### config.mk
export PLATFORM = sky130hd
export DESIGN_NAME = dtree_result_queue
export DESIGN_NICKNAME = d
export VERILOG_FILES = /design/src/rtl/dtree_result_queue.sv
export SDC_FILE = /design/constraint.sdc
export NUM_CORES = 1
export LEC_CHECK = 0
export ABC_AREA = 1
export CAP_MARGIN = 20
export CORE_ASPECT_RATIO = 0.8
export CORE_MARGIN = 2
export CORE_UTILIZATION = 50
export CTS_CLUSTER_SIZE = 16
export DETAILED_ROUTE_END_ITERATION = 12
export GPL_TIMING_DRIVEN = 0
export PLACE_DENSITY = 0.72
export SETUP_SLACK_MARGIN = 0.5
export SLEW_MARGIN = 15
export SYNTH_ARGS = -nofsm -noshare
export SYNTH_HDL_FRONTEND = slang
export SYNTH_SLANG_ARGS = --single-unit
### constraint.sdc
create_clock -name clk -period 4.1 [get_ports clk]
set_input_delay 0.82 -clock clk [delete_from_list [all_inputs] [get_ports clk]]
set_output_delay 0.82 -clock clk [all_outputs]
set_load 0.01 [all_outputs]
### src/rtl/dtree_result_queue.sv
// Result queue for the decision-tree classifier.
// Each classifier result is tagged with a free-running sample timestamp and
// stored in a small FIFO that the readout drains over valid/ready.
// When the FIFO is full and nothing is popped, the result is dropped. A
// saturating drop counter and a sticky overflow flag record each loss.
module dtree_result_queue #(
    parameter int FEATURES   = 3,
    parameter int DEPTH      = 8,
    parameter int TS_WIDTH   = 16,
    parameter int DROP_WIDTH = 8,
    localparam int LW = $clog2(FEATURES),
    localparam int AW = $clog2(DEPTH),
    localparam int DW = TS_WIDTH + 2 * LW
) (
    input  logic                  clk,
    input  logic                  reset,
    input  logic                  sample_tick,
    input  logic [LW-1:0]         in_level,
    input  logic [LW-1:0]         in_path,
    input  logic                  in_valid,
    output logic [DW-1:0]         out_data,
    output logic                  out_valid,
    input  logic                  out_ready,
    output logic [AW:0]           count,
    output logic [DROP_WIDTH-1:0] drop_count,
    output logic                  overflow,
    input  logic                  clear_overflow
);

    localparam logic [AW:0]           FULL_CNT = (AW + 1)'(DEPTH);
    localparam logic [DROP_WIDTH-1:0] DROP_MAX = '1;

    logic [DW-1:0]         mem_q [DEPTH];
    logic [AW-1:0]         wr_ptr_q, wr_ptr_d;
    logic [AW-1:0]         rd_ptr_q, rd_ptr_d;
    logic [AW:0]           count_q, count_d;
    logic [TS_WIDTH-1:0]   ts_q, ts_d;
    logic [DW-1:0]         out_data_q, out_data_d;
    logic [DROP_WIDTH-1:0] drop_count_q, drop_count_d;
    logic                  overflow_q, overflow_d;

    logic          pop;
    logic          full;
    logic          push_ok;
    logic          drop;
    logic [DW-1:0] entry;

    // Handshake decode. A full FIFO still accepts a push when a pop
    // frees a slot in the same cycle.
    always_comb begin
        pop     = (count_q != '0) && out_ready;
        full    = (count_q == FULL_CNT);
        push_ok = in_valid && (!full || pop);
        drop    = in_valid && full && !pop;
        entry   = {ts_q, in_level, in_path};
    end

    // Pointers, occupancy and timestamp next state.
    always_comb begin
        wr_ptr_d = wr_ptr_q + AW'(push_ok);
        rd_ptr_d = rd_ptr_q + AW'(pop);
        ts_d     = ts_q + TS_WIDTH'(sample_tick);
        count_d  = count_q;
        case ({push_ok, pop})
            2'b10:   count_d = count_q + 1'b1;
            2'b01:   count_d = count_q - 1'b1;
            default: count_d = count_q;
        endcase
    end

    // Next head-of-queue register value. If the slot being written this
    // cycle becomes the head, the new entry bypasses the array. When the
    // FIFO goes empty, the last value is held.
    always_comb begin
        out_data_d = out_data_q;
        if (count_d != '0) begin
            if (push_ok && (rd_ptr_d == wr_ptr_q)) begin
                out_data_d = entry;
            end else begin
                out_data_d = mem_q[rd_ptr_d];
            end
        end
    end

    // Drop accounting. A clear and a drop in the same cycle leave one
    // recorded drop, so the loss is never hidden.
    always_comb begin
        drop_count_d = drop_count_q;
        overflow_d   = overflow_q;
        if (clear_overflow) begin
            drop_count_d = '0;
            overflow_d   = 1'b0;
        end
        if (drop) begin
            overflow_d = 1'b1;
            if (clear_overflow) begin
                drop_count_d = DROP_WIDTH'(1);
            end else if (drop_count_q != DROP_MAX) begin
                drop_count_d = drop_count_q + 1'b1;
            end
        end
    end

    // Storage array. It has no reset, because the pointers and count
    // define which slots are live.
    always_ff @(posedge clk) begin
        if (push_ok) begin
            mem_q[wr_ptr_q] <= entry;
        end
    end

    // Control and status state, with asynchronous clear.
    always_ff @(posedge clk or posedge reset) begin
        if (reset) begin
            wr_ptr_q     <= '0;
            rd_ptr_q     <= '0;
            count_q      <= '0;
            ts_q         <= '0;
            out_data_q   <= '0;
            drop_count_q <= '0;
            overflow_q   <= 1'b0;
        end else begin
            wr_ptr_q     <= wr_ptr_d;
            rd_ptr_q     <= rd_ptr_d;
            count_q      <= count_d;
            ts_q         <= ts_d;
            out_data_q   <= out_data_d;
            drop_count_q <= drop_count_d;
            overflow_q   <= overflow_d;
        end
    end

    assign out_data   = out_data_q;
    assign out_valid  = (count_q != '0);
    assign count      = count_q;
    assign drop_count = drop_count_q;
    assign overflow   = overflow_q;

endmodule

# After elaboration in Yosys (flattened, before gate mapping)
# Memory sizes are Yosys's and may differ from the RTL's. A register that Yosys moved wholly into a read port is not among the register bits.
# Index checks and enable logic that the tools add are counted.
word_totals:
  reg_bits: 35
  mem_bits_rw: 160
  inputBits: 10
  word_cells: 36
  n_memories: 1
memory_table:
  columns: ["memory", "depth", "width", "rd", "rd_ports_with_merged_regs", "wr", "line_no", "rtl"]
  rows:
  - ["mem_q", 8, 20, 1, 1, 1, "33", "logic [DW-1:0] mem_q [DEPTH];"]
op_classes:
  add_sub_neg: 6
  n_eq_ne: 4
  n_mux: 9
  n_reduce_logical: 10
ops:
  columns: ["op", "count"]
  rows:
  - ["$mux W8", 4]
  - ["$add A16 B1 Y16", 1]
  - ["$add A8 B1 Y8 const B", 1]
  - ["$ne A8 B8 Y1 const B", 1]
  - ["$pmux W4 S2", 1]
  - ["$reduce_bool A4 Y1", 2]
  - ["$add A3 B1 Y3", 2]
  - ["$add A4 B1 Y4 const B", 1]
  - ["$eq A4 B4 Y1 const B", 1]
  - ["$logic_and A1 B1 Y1", 4]
  - ["$mux W1", 4]
  - ["$sub A4 B1 Y4 const B", 1]
  - ["$eq A2 B1 Y1 const B", 1]
  - ["$eq A2 B2 Y1 const B", 1]
  - ["$logic_not A1 Y1", 2]
  - ["$reduce_bool A2 Y1", 1]
  - ["$logic_or A1 B1 Y1", 1]

# Longest topological paths before layout
# Gate-level depths: netlist (run 1).
depth:
  ltp_word: 7
  mapped_depth: 18
  ltp_nobuf: 17

# Worst setup path after synthesis (run 1)
# No wires, ideal clock.
synth_timing:
  path_kind: "input port to flip-flop"
  start: "input out_ready"
  end: "memory mem_q[0][0] (netlist bit), enable pin"
  t_arrival_ns: 2.179
  required_ns: 3.703
  path_slack_ns: 1.524
  cell_stages: 5
  path_buffers: 0
  cell_sequence: "nor2_1 > nand3_2 > nand2_1 > or2_2 > nor2_1"
synth_between:
  elab_chain_len: 5
synth_lines:
  columns: ["element", "line_no", "rtl"]
  rows:
  - ["from (decl)", "23", "input logic out_ready,"]
  - ["$logic_and A1 B1 Y1", "51", "pop = (count_q != '0) && out_ready;"]
  - ["$logic_or A1 B1 Y1", "53", "push_ok = in_valid && (!full || pop);"]
  - ["$logic_and A1 B1 Y1", "53", null]
  - ["$mux W1", "107", "if (push_ok) begin"]
  - ["$mux W1 (not written as such)", "108", "mem_q[wr_ptr_q] <= entry;"]
  - ["to (decl)", "33", null]
# Every way passes these cells.

# Worst setup path in the final report (run 1)
layout_timing:
  start: "input out_ready"
  end: "register out_data_q[7], in the netlist out_data[7], read port of mem_q"
layout_between:
  elab_cells_between_ends: 8
layout_rtl:
  columns: ["element", "line_no", "rtl"]
  rows:
  - ["$logic_and A1 B1 Y1", "51", null]
  - ["$add A3 B1 Y3", "61", "rd_ptr_d = rd_ptr_q + AW'(pop);"]
  - ["via rd_ptr_d[0]", "35", "logic [AW-1:0] rd_ptr_q, rd_ptr_d;"]
  - ["to (decl)", "38", "logic [DW-1:0] out_data_q, out_data_d;"]
# The timed path passes the listed nets, and every way through them passes these cells.
# A chain may end at the register's enable or synchronous reset.

==> out/qor.csv, run 1 <==
stage;metric;value;unit
timing;period utilization;0.824;
worst_setup_path;critical setup path kind;primary input to register;
floorplanning;initial core utilization;0.507;
yosys;Post-Syn Nets;804;
final_layout;Nets;879;
floorplanning;number of I/O pins;44;
hold_path;Hold Crit Class;register to register;
floorplanning;Die X;155;um
yosys;EDFF count, synth;160;
cts;CTS Hold Buffers Added;0;
route;Vias/cell;5.45;
cts;CTS sink cnt;215;
power_and_ir_drop;VDD IR max;520;uV
power_and_ir_drop;Power Density;811;nW/um2
final_layout;P&R area growth vs syn;16.7;%
final_layout;Cell Count, Final, Fillers Out;1106;
worst_setup_path;CP Data Arrival Time;3.81;ns
cts;CTS buffer count;23;
run;MaxCap Viol Count;0;
global_route;GRT overflow;0;
global_route;GRT Util Overall;0.209;
yosys;fraction of registers with async set/reset;0.256;
worst_setup_path;CP endpoint kind;register;
cts;H-Tree Depth;1;
placement;GP Congestion;0.835;
route;post-route ant nets;0;
final_layout;FILL cells;1398;
route;Avg WL per Cell;18.0;um
timing;RSZ-0062 raised after global routing;false;
cts;Longest Clk Path Bufs;3;
route;DR iter-0 viols;574;
final_layout;area occupied by multi-input gates;2510;um2
timing;final slew viol count;0;
yosys;top_reg_cell synth;edfxtp_1;
timing;final hold vios;0;
global_route;first-pass GRT wire length;31800;um
worst_setup_path;Critical Path Fanout Max;10;
global_route;largest net degree at the start of global routing;35;
placement;Placed Cells;1066;
placement;Port Buf Inserts;43;
cts;Clock Latency Late Sink;0.50;ns
yosys;sequential element share of the synthesized area;0.678;
floorplanning;Std-Cell Core Area;18000;um2
placement;Final HPWL DP;13000;um
timing;worst slew pin tran;0.732;ns
timing;Final setup viols;0;
route;first drt pass iteration count;5;
worst_setup_path;WP data required;4.53;ns
yosys;flops & latches, synth;215;
worst_setup_path;CP startpoint kind;primary input;
global_route;initial antenna violation count;0;
route;DR vias;6025;
final_layout;n_diodes;0;
timing;Final min period;3.38;ns
timing;Max Clock Freq;296;MHz
outcome;status;finished clean;
cts;CTS tree;yes;
final_layout;layout cells sized above 1;0.0833;
route;wirelength, routed;19900;um
timing;Sum Neg Setup Slack;0;ns
yosys;Post-Synthesis Cell Area;9120;um2
floorplanning;Die ar.;19300;um2
cts;Clock Pin Slew Worst Setup and Hold Paths;0.06;ns
timing;Final Skew;0.0167;ns
yosys;Cells after Synth;786;
yosys;YS warnings;0;
timing;Relative slew margins;0.511;
yosys;post-synth cell types;36;
power_and_ir_drop;static leakage;4.07;nW
yosys;synthesized area per cell;11.6;um2
floorplanning;Die Y;125;um
global_route;vias in the first global route;5834;
final_layout;sequential cell area;6180;um2
route;DRC viols;0;
cts;root buffer cell;clkbuf_16;
final_layout;Layout Utilization;0.591;
floorplanning;row cnt;44;
==> cells in the final DEF, fill, tap and decap left out, types with 19 or more instances in the layout <==
| master | count |
|---|---|
| clkdlybuf4s50_1 | 43 |
| clkbuf_1 | 35 |
| o32ai_1 | 20 |
| nand4_1 | 25 |
| o21ai_1 | 19 |
| clkbuf_16 | 23 |
| o21ai_0 | 65 |
| o22ai_1 | 21 |
| nor2_1 | 98 |
| dfrtp_1 | 55 |
| nand2_1 | 115 |
| mux2i_1 | 20 |
| edfxtp_1 | 160 |
| inv_1 | 67 |
==> through the flow <==
step                      hold WS [ns]  setup WS, ns  area [um2]  total power [W]
final                            0.487         0.720       10600          0.00863
after global routing             0.508         0.529       10600          0.00920
after CTS                        0.492         0.731       10600          0.00863
after detailed placement         0.466         0.250        9980          0.00677
after global placement           0.472        0.0536        9840          0.00663
after floorplan                  0.472          1.52        9120          0.00544
==> synth_stat cells, types with 5 or more instances <==
cell / n / area (um2)
o21ai_0: 65 / 325
buf_2: 6 / 30.0
nor3_1: 6 / 30.0
edfxtp_1: 160 / 4800
ha_1: 8 / 100
nand4_1: 25 / 156
xor2_1: 16 / 140
nand3_1: 8 / 40.0
dfrtp_1: 55 / 1380
o32ai_1: 20 / 175
o22ai_1: 21 / 131
clkbuf_1: 29 / 109
nor2_1: 106 / 398
nand2_1: 115 / 432
a21oi_1: 5 / 25.0
mux2i_1: 20 / 200
inv_1: 68 / 255
o21ai_1: 19 / 95.1
==> repair_timing <==
item,in CTS,in global routing
setup endpoints to repair,0,3
buffers inserted,0,0
gates resized for setup,0,4
==> per-layer routing <==
layer  vias to the layer above  global-route usage  wire length, um
met3                        20              0.0327             1470
met2                       206               0.315             8940
met1                      2893               0.323             9220
met5                         -                   0                0
met4                         0              0.0436              235
li1                       2906                   -                -
==> final cells by class <==
cell class | count | share of cell area
inverters | 71 | 0.0250
repair buffers | 50 | 0.0508
well taps | 230 | 0.0270
flip-flops and latches | 215 | 0.581
clock inverters | 8 | 0.00376
multi-input cells | 460 | 0.236
plain buffers | 40 | 0.0179
clock buffers | 32 | 0.0582
==> power breakdown <==
part	leakage (nW)	total [W]	switching [W]	internal (W)
Combinational	1.72	0.00364	0.00237	0.00127
Clock	0.322	0.00184	0.000785	0.00105
Sequential	2.03	0.00315	0.000289	0.00286
==> sequential cells by signal (all words and copies together), names as in the netlist <==
register    cells
out_data       20
mem_q         160
wr_ptr_q        3
ts_q           16
overflow        1
rd_ptr_q        3
drop_count      8
count           4
==> worst max-delay path: stages <==
cell	delay (ns)
clkdlybuf4s50_1	0.60
nand2_2	0.10
inv_1	0.12
ha_1	0.26
buf_2	0.21
clkinv_1	0.15
clkbuf_1	0.45
nor2_1	0.07
o32ai_1	0.41
nand2_1	0.13
o21ai_1	0.10
nand2_1	0.08
o21ai_0	0.12
nand2_1	0.09
nand2_1	0.06
==> final timing paths <==
path,from,cells after the start,slack [ns],to
max,out_ready,15,0.72,out_data[7]
max in group asynchronous,reset,3,2.89,ts_q[15]
min reg2reg,overflow,2,0.49,overflow
min,overflow,2,0.49,overflow
min in group asynchronous,reset,2,0.67,count[1]
max reg2reg,count[2],16,0.89,out_data[7]
==> cell families after synthesis <==
| logic type | Yosys count | share of synthesized area |
|---|---|---|
| mux | 20 | 0.0220 |
| simple gates | 275 | 0.132 |
| xor+xnor | 20 | 0.0192 |
| flops | 215 | 0.678 |
| buf+inv | 111 | 0.0498 |
| compound gates | 137 | 0.0884 |
| fa+ha+maj | 8 | 0.0110 |
(Power assumes the default switching activity.)
==> run 2: changes to the inputs <==
- PLACE_DENSITY: 0.72 -> 0.75
- clock period: 4.1 -> 2.75 ns (I/O delays scaled with it)
==> out/qor.csv, run 2 (same netlist as run 1, synthesis figures left out) <==
stage;metric;value;unit;change
worst_setup_path;CP endpoint kind;register;;
worst_setup_path;CP startpoint kind;register;;
cts;CTS buffer count;22;;-4.3%
placement;Port Buf Inserts;43;;unchanged
route;Vias/cell;5.81;;+6.7%
placement;Final HPWL DP;12800;um;-1.3%
final_layout;commonest non-fill, non-tap cells in the layout;edfxtp_1, nand2_1, inv_1;;
worst_setup_path;Critical Path Fanout Max;6;;-4
worst_setup_path;path depth of the worst reg2reg path;16;;unchanged
final_layout;Nets;905;;+3.0%
run;MaxCap Viol Count;0;;unchanged
worst_setup_path;R2R Setup Slk;0.26;ns;-0.63 ns
final_layout;Layout Utilization;0.686;;+0.0954
worst_setup_path;worst r2r dst;out_data[10];;
worst_setup_path;Worst Setup EP;out_data[10];;
route;DR iter-0 viols;639;;+11%
floorplanning;Die ar.;19300;um2;unchanged
final_layout;layout cells sized above 1;0.327;;+0.243
worst_setup_path;critical setup path kind;register to register;;
worst_setup_path;critical path depth;16;;+1
power_and_ir_drop;Power Density;1400;nW/um2;+72%
timing;Final Skew;0.0123;ns;-0.00445 ns
timing;Final min period;2.49;ns;
final_layout;FILL cells;1101;;-21%
route;DRC viols;0;;unchanged
global_route;GRT overflow;0;;unchanged
final_layout;P&R area growth vs syn;35.5;%;
floorplanning;Die Y;125;um;unchanged
timing;RSZ-0062 raised after global routing;true;;
timing;Relative slew margins;0.670;;+0.159
global_route;initial antenna violation count;0;;unchanged
worst_setup_path;start point of the critical path;count[0];;
worst_setup_path;CP dominant cell by count;nand2_1;;
cts;root buffer cell;clkbuf_16;;
route;Avg WL per Cell;21.8;um;+21%
power_and_ir_drop;total power;0.0173;W;+100%
worst_setup_path;WP data required;3.19;ns;-1.34 ns
final_layout;Biggest register;mem_q;;
outcome;status;finished clean;;
timing;final hold vios;0;;unchanged
worst_setup_path;critical path's top delay family;compound AO/OA/AOI/OAI gates;;
final_layout;n_diodes;0;;unchanged
worst_setup_path;Worst Path Buf+Inv;4;;-1
worst_setup_path;CP Data Arrival Time;2.93;ns;-0.88 ns
worst_setup_path;R2R Path Start;count[0];;
worst_setup_path;Slowest cell on crit path;dfrtp_2;;
worst_setup_path;Crit path largest cell delay;0.43;ns;-0.17 ns
worst_setup_path;worst-path cell chain;nor2_4, nand2_4, nand2_4, inv_4, ha_4, ha_4, buf_8, buf_8, o21ai_0, o22ai_1, inv_1, o21ai_1, nand2_1, o21ai_2, nand2_1, nand2_1;;
floorplanning;Std-Cell Core Area;18000;um2;unchanged
global_route;first-pass GRT wire length;36400;um;+15%
timing;worst slew pin tran;0.494;ns;-0.238 ns
global_route;GRT Util Overall;0.244;;+0.0354
timing;final slew viol count;0;;unchanged
route;DR vias;6587;;+9.3%
cts;Clock Pin Slew Worst Setup and Hold Paths;0.06;ns;about the same
power_and_ir_drop;static leakage;4.66;nW;+14%
hold_path;Hold Crit Class;primary input to async pin;;
final_layout;Largest register FFs;160;;unchanged
cts;Clock Latency Late Sink;0.51;ns;about the same
placement;Placed Cells;1068;;+0.19%
route;wirelength, routed;24700;um;+24%
timing;Final setup viols;0;;unchanged
floorplanning;initial core utilization;0.507;;unchanged
cts;CTS sink cnt;215;;unchanged
global_route;vias in the first global route;6618;;+13%
final_layout;Cell Count, Final, Fillers Out;1133;;+2.4%
placement;GP Congestion;0.830;;-0.61%
power_and_ir_drop;VDD IR max;660;uV;+27%
route;first drt pass iteration count;5;;unchanged
floorplanning;number of I/O pins;44;;unchanged
floorplanning;row cnt;44;;unchanged
floorplanning;Die X;155;um;unchanged
timing;Max Clock Freq;401;MHz;
cts;Longest Clk Path Bufs;3;;unchanged
final_layout;most common cell after layout, fill and taps aside;edfxtp_1;;
cts;H-Tree Depth;1;;unchanged
route;post-route ant nets;0;;unchanged
timing;period utilization;0.906;;
global_route;largest net degree at the start of global routing;36;;+2.9%
timing;Hold Slack;0.382;ns;-0.105 ns
cts;CTS tree;yes;;
timing;Sum Neg Setup Slack;0;ns;unchanged
## run 2: what timing repair did
item,in CTS,in global routing
hold endpoints to repair,0,0
setup endpoints to repair,111,120
hold buffers,0,0
pin swaps,65,38
buffers inserted,9,5
resized for setup,276,64
gates cloned,9,2
## run 2: layer usage
metal,share of wire,track usage,up-vias
li1,-,-,2960
met1,0.40,0.333,3209
met2,0.48,0.394,364
met3,0.095,0.0525,54
met4,0.021,0.0790,0
met5,0,0,-
## run 2: report_power, final
part / total, W / switching, W / internal (W) / leakage, nW
logic: 0.00956 / 0.00546 / 0.00410 / 2.27
clock network: 0.00296 / 0.00125 / 0.00171 / 0.367
registers: 0.00473 / 0.000456 / 0.00428 / 2.02
## run 2: worst min-delay path by stage
stage	start	to	slack, ns	cells after the start
final	reset	ts_q[14]	0.38	2
after global routing	reset	ts_q[14]	0.44	2
after CTS	reset	out_data[13]	0.40	2
after detailed placement	overflow	overflow	0.47	2
after global placement	overflow	overflow	0.47	2
after floorplan	rd_ptr_q[0]	rd_ptr_q[0]	0.47	1
## run 2: cell type report
| cell class | count | area [um2] | share of cell area |
|---|---|---|---|
| Sequential cell | 215 | 6190 | 0.501 |
| Clock inverter | 11 | 60.1 | 0.00486 |
| Multi-Input combinational cell | 460 | 3520 | 0.285 |
| Inverter | 71 | 274 | 0.0222 |
| Tap cell | 230 | 288 | 0.0233 |
| Buffer | 40 | 512 | 0.0414 |
| Timing Repair Buffer | 77 | 850 | 0.0688 |
| Clock buffer | 29 | 669 | 0.0542 |
## run 2: metrics by stage
| stage | worst slack [ns] | instance area (um2) |
|---|---|---|
| after detailed placement | -0.599 | 10000 |
| final | 0.257 | 12400 |
| after global placement | -0.975 | 9880 |
| after global routing | 0.145 | 12400 |
| after CTS | 0.366 | 12100 |
| after floorplan | 0.451 | 9160 |
## run 2: worst register-to-register path: stages (launching register included)
cell and delay, ns:
dfrtp_2 0.43, nor2_4 0.14, nand2_4 0.08, nand2_4 0.07, inv_4 0.05, ha_4 0.16, ha_4 0.33, buf_8 0.15
buf_8 0.13, o21ai_0 0.11, o22ai_1 0.25, inv_1 0.08, o21ai_1 0.16, nand2_1 0.10, o21ai_2 0.08, nand2_1 0.06
nand2_1 0.06
==> run 3: changes to the inputs <==
- CAP_MARGIN: 20 -> default
==> out/qor.csv, run 3 (same netlist as run 1, synthesis figures left out) <==
stage;metric;value;unit;change
outcome;status;finished clean;;
power_and_ir_drop;static leakage;4.60;nW;-1.3%
timing;Relative slew margins;0.676;;+0.00672
route;wirelength, routed;23100;um;-6.5%
worst_setup_path;CP endpoint kind;register;;
final_layout;post-route cell area;12200;um2;-1.6%
worst_setup_path;CP Data Arrival Time;2.88;ns;-0.05 ns
route;DR vias;6538;;-0.74%
timing;Final Skew;0.0110;ns;-0.00126 ns
final_layout;Cell Count, Final, Fillers Out;1129;;-0.35%
floorplanning;Die ar.;19300;um2;unchanged
timing;final hold vios;0;;unchanged
final_layout;Biggest register;mem_q;;
global_route;vias in the first global route;6684;;+1.0%
final_layout;Largest register FFs;160;;unchanged
power_and_ir_drop;total power;0.0164;W;-4.7%
placement;Setup WS pre-CTS;-0.600;ns;-0.000157 ns
cts;CTS Hold Buffers Added;0;;unchanged
route;Avg WL per Cell;20.4;um;-6.1%
power_and_ir_drop;NetSw;0.00669;W;-6.6%
global_route;largest net degree at the start of global routing;36;;unchanged
global_route;GRT Util Overall;0.235;;-0.00867
final_layout;commonest non-fill, non-tap cells in the layout;edfxtp_1, nand2_1, inv_1;;
worst_setup_path;Critical Path Fanout Max;7;;+1
global_route;first-pass GRT wire length;35900;um;-1.6%
worst_setup_path;WP data required;3.18;ns;about the same
cts;Clock Pin Slew Worst Setup and Hold Paths;0.06;ns;about the same
placement;Final HPWL DP;12800;um;-0.24%
placement;Port Buf Inserts;43;;unchanged
timing;worst slew pin tran;0.484;ns;-0.0100 ns
cts;CTS tree;yes;;
final_layout;layout cells sized above 1;0.306;;-0.0208
timing;Max Clock Freq;408;MHz;+1.8%
timing;Final min period;2.45;ns;-0.0444 ns
route;DR iter-0 viols;568;;-11%
final_layout;Nets;902;;-0.33%
cts;Longest Clk Path Bufs;3;;unchanged
final_layout;P&R area growth vs syn;33.4;%;
timing;period utilization;0.890;;-0.0162
power_and_ir_drop;Int Power;0.00975;W;-3.4%
cts;CTS buffer count;22;;unchanged
run;MaxCap Viol Count;0;;unchanged
cts;CTS sink cnt;215;;unchanged
route;post-route ant nets;0;;unchanged
worst_setup_path;CP startpoint kind;register;;
power_and_ir_drop;Comb pwr share;0.542;;-0.012
power_and_ir_drop;Clock power frac;0.171;;about the same
timing;Final setup viols;0;;unchanged
route;DRC viols;0;;unchanged
timing;final slew viol count;0;;unchanged
worst_setup_path;critical setup path kind;register to register;;
power_and_ir_drop;sequential power share;0.287;;+0.013
hold_path;Hold Crit Class;primary input to async pin;;
floorplanning;row cnt;44;;unchanged
cts;H-Tree Depth;1;;unchanged
timing;Final Worst Setup Slack;0.302;ns;+0.0444 ns
route;Vias/cell;5.79;;-0.39%
route;first drt pass iteration count;5;;unchanged
placement;GP Congestion;0.830;;unchanged
global_route;GRT overflow;0;;unchanged
floorplanning;number of I/O pins;44;;unchanged
floorplanning;Die Y;125;um;unchanged
cts;Clock Latency Late Sink;0.49;ns;-0.02 ns
floorplanning;initial core utilization;0.507;;unchanged
final_layout;most common cell after layout, fill and taps aside;edfxtp_1;;
power_and_ir_drop;Power Density;1350;nW/um2;-3.2%
floorplanning;Die X;155;um;unchanged
final_layout;n_diodes;0;;unchanged
cts;root buffer cell;clkbuf_16;;
placement;Placed Cells;1068;;unchanged
floorplanning;Std-Cell Core Area;18000;um2;unchanged
power_and_ir_drop;VDD IR max;658;uV;-0.30%
global_route;initial antenna violation count;0;;unchanged
final_layout;Layout Utilization;0.675;;-0.0108
placement;Post-DP Area;10000;um2;unchanged
worst_setup_path;R2R Setup Slk;0.30;ns;+0.04 ns
timing;RSZ-0062 raised after global routing;true;;
power_and_ir_drop;sw frac;0.407;;-0.00835
-- run 3: cell types whose count changed in the layout (fill, tap and decap cells not counted), moves of 3 or more --
| cell | change |
|---|---|
| nand2_4 | -10 |
| o21ai_1 | +10 |
| nand2_1 | +9 |
| clkbuf_8 | -8 |
| o21ai_0 | -7 |
| o21ai_4 | -5 |
| nor2_2 | -4 |
| buf_6 | -3 |
| clkbuf_4 | +3 |
-- run 3: layout make-up --
| class | count | area [um2] |
|---|---|---|
| multi-input cells | 460 | 3380 |
| inverters | 71 | 274 |
| clock buffers | 27 | 622 |
| plain buffers | 40 | 524 |
| fillers | 1131 | 5840 |
| repair buffers | 74 | 816 |
| flip-flops and latches | 215 | 6190 |
| well taps | 230 | 288 |
| clock inverters | 12 | 66.3 |
-- run 3: metrics by stage --
| stage | TNS [ns] | hold WS [ns] |
|---|---|---|
| after floorplan | 0 | 0.472 |
| after global placement | -157.67 | 0.474 |
| after detailed placement | -23.52 | 0.481 |
| after CTS | 0 | 0.401 |
| after global routing | 0 | 0.446 |
| final | 0 | 0.388 |
-- run 3: final timing paths --
check                      startpoint            to  cells past startpoint
setup reg to reg             count[2]  out_data[11]                     16
setup / recovery             count[2]  out_data[11]                     16
min in group clk              ts_q[0]       ts_q[0]                      1
hold reg to reg               ts_q[0]       ts_q[0]                      1
hold / removal                  reset  out_data[15]                      2
max in group asynchronous       reset       ts_q[0]                      3
-- run 3: worst max-delay path: stages, from the launching register on --
cell and delay, ns:
dfrtp_2 0.43, nor2_4 0.13, nand2_4 0.07, nand2_4 0.07, inv_4 0.05, ha_4 0.16
ha_4 0.30, clkbuf_16 0.17, clkbuf_16 0.15, o21ai_2 0.05, o22ai_1 0.25, inv_1 0.09
o21ai_2 0.19, nand2_2 0.08, o21ai_2 0.06, nand2_1 0.06, nand2_1 0.06
-- run 3: what timing repair did --
action / in CTS / in global routing
setup endpoints to repair: 112 / 117
pin swaps: 83 / 50
buffers inserted: 11 / 2
resized for setup: 253 / 64
cloned: 5 / 4
-- run 3: metal layers --
metal,global-route usage,wire length (um)
met1,0.330,9460
met2,0.379,11000
met3,0.0424,2080
met4,0.0686,534
met5,0,0
-- run 3: power by group through the flow --
| stage | Combinational [W] | Clock (W) | Sequential, W |
|---|---|---|---|
| 2_1_floorplan | 0.00348 | 0 | 0.00472 |
| 3_3_place_gp | 0.00516 | 0 | 0.00476 |
| 3_5_place_dp | 0.00535 | 0 | 0.00475 |
| 4_1_cts | 0.00798 | 0.00282 | 0.00470 |
| 5_1_grt | 0.00952 | 0.00297 | 0.00477 |
| 6_report | 0.00891 | 0.00281 | 0.00471 |
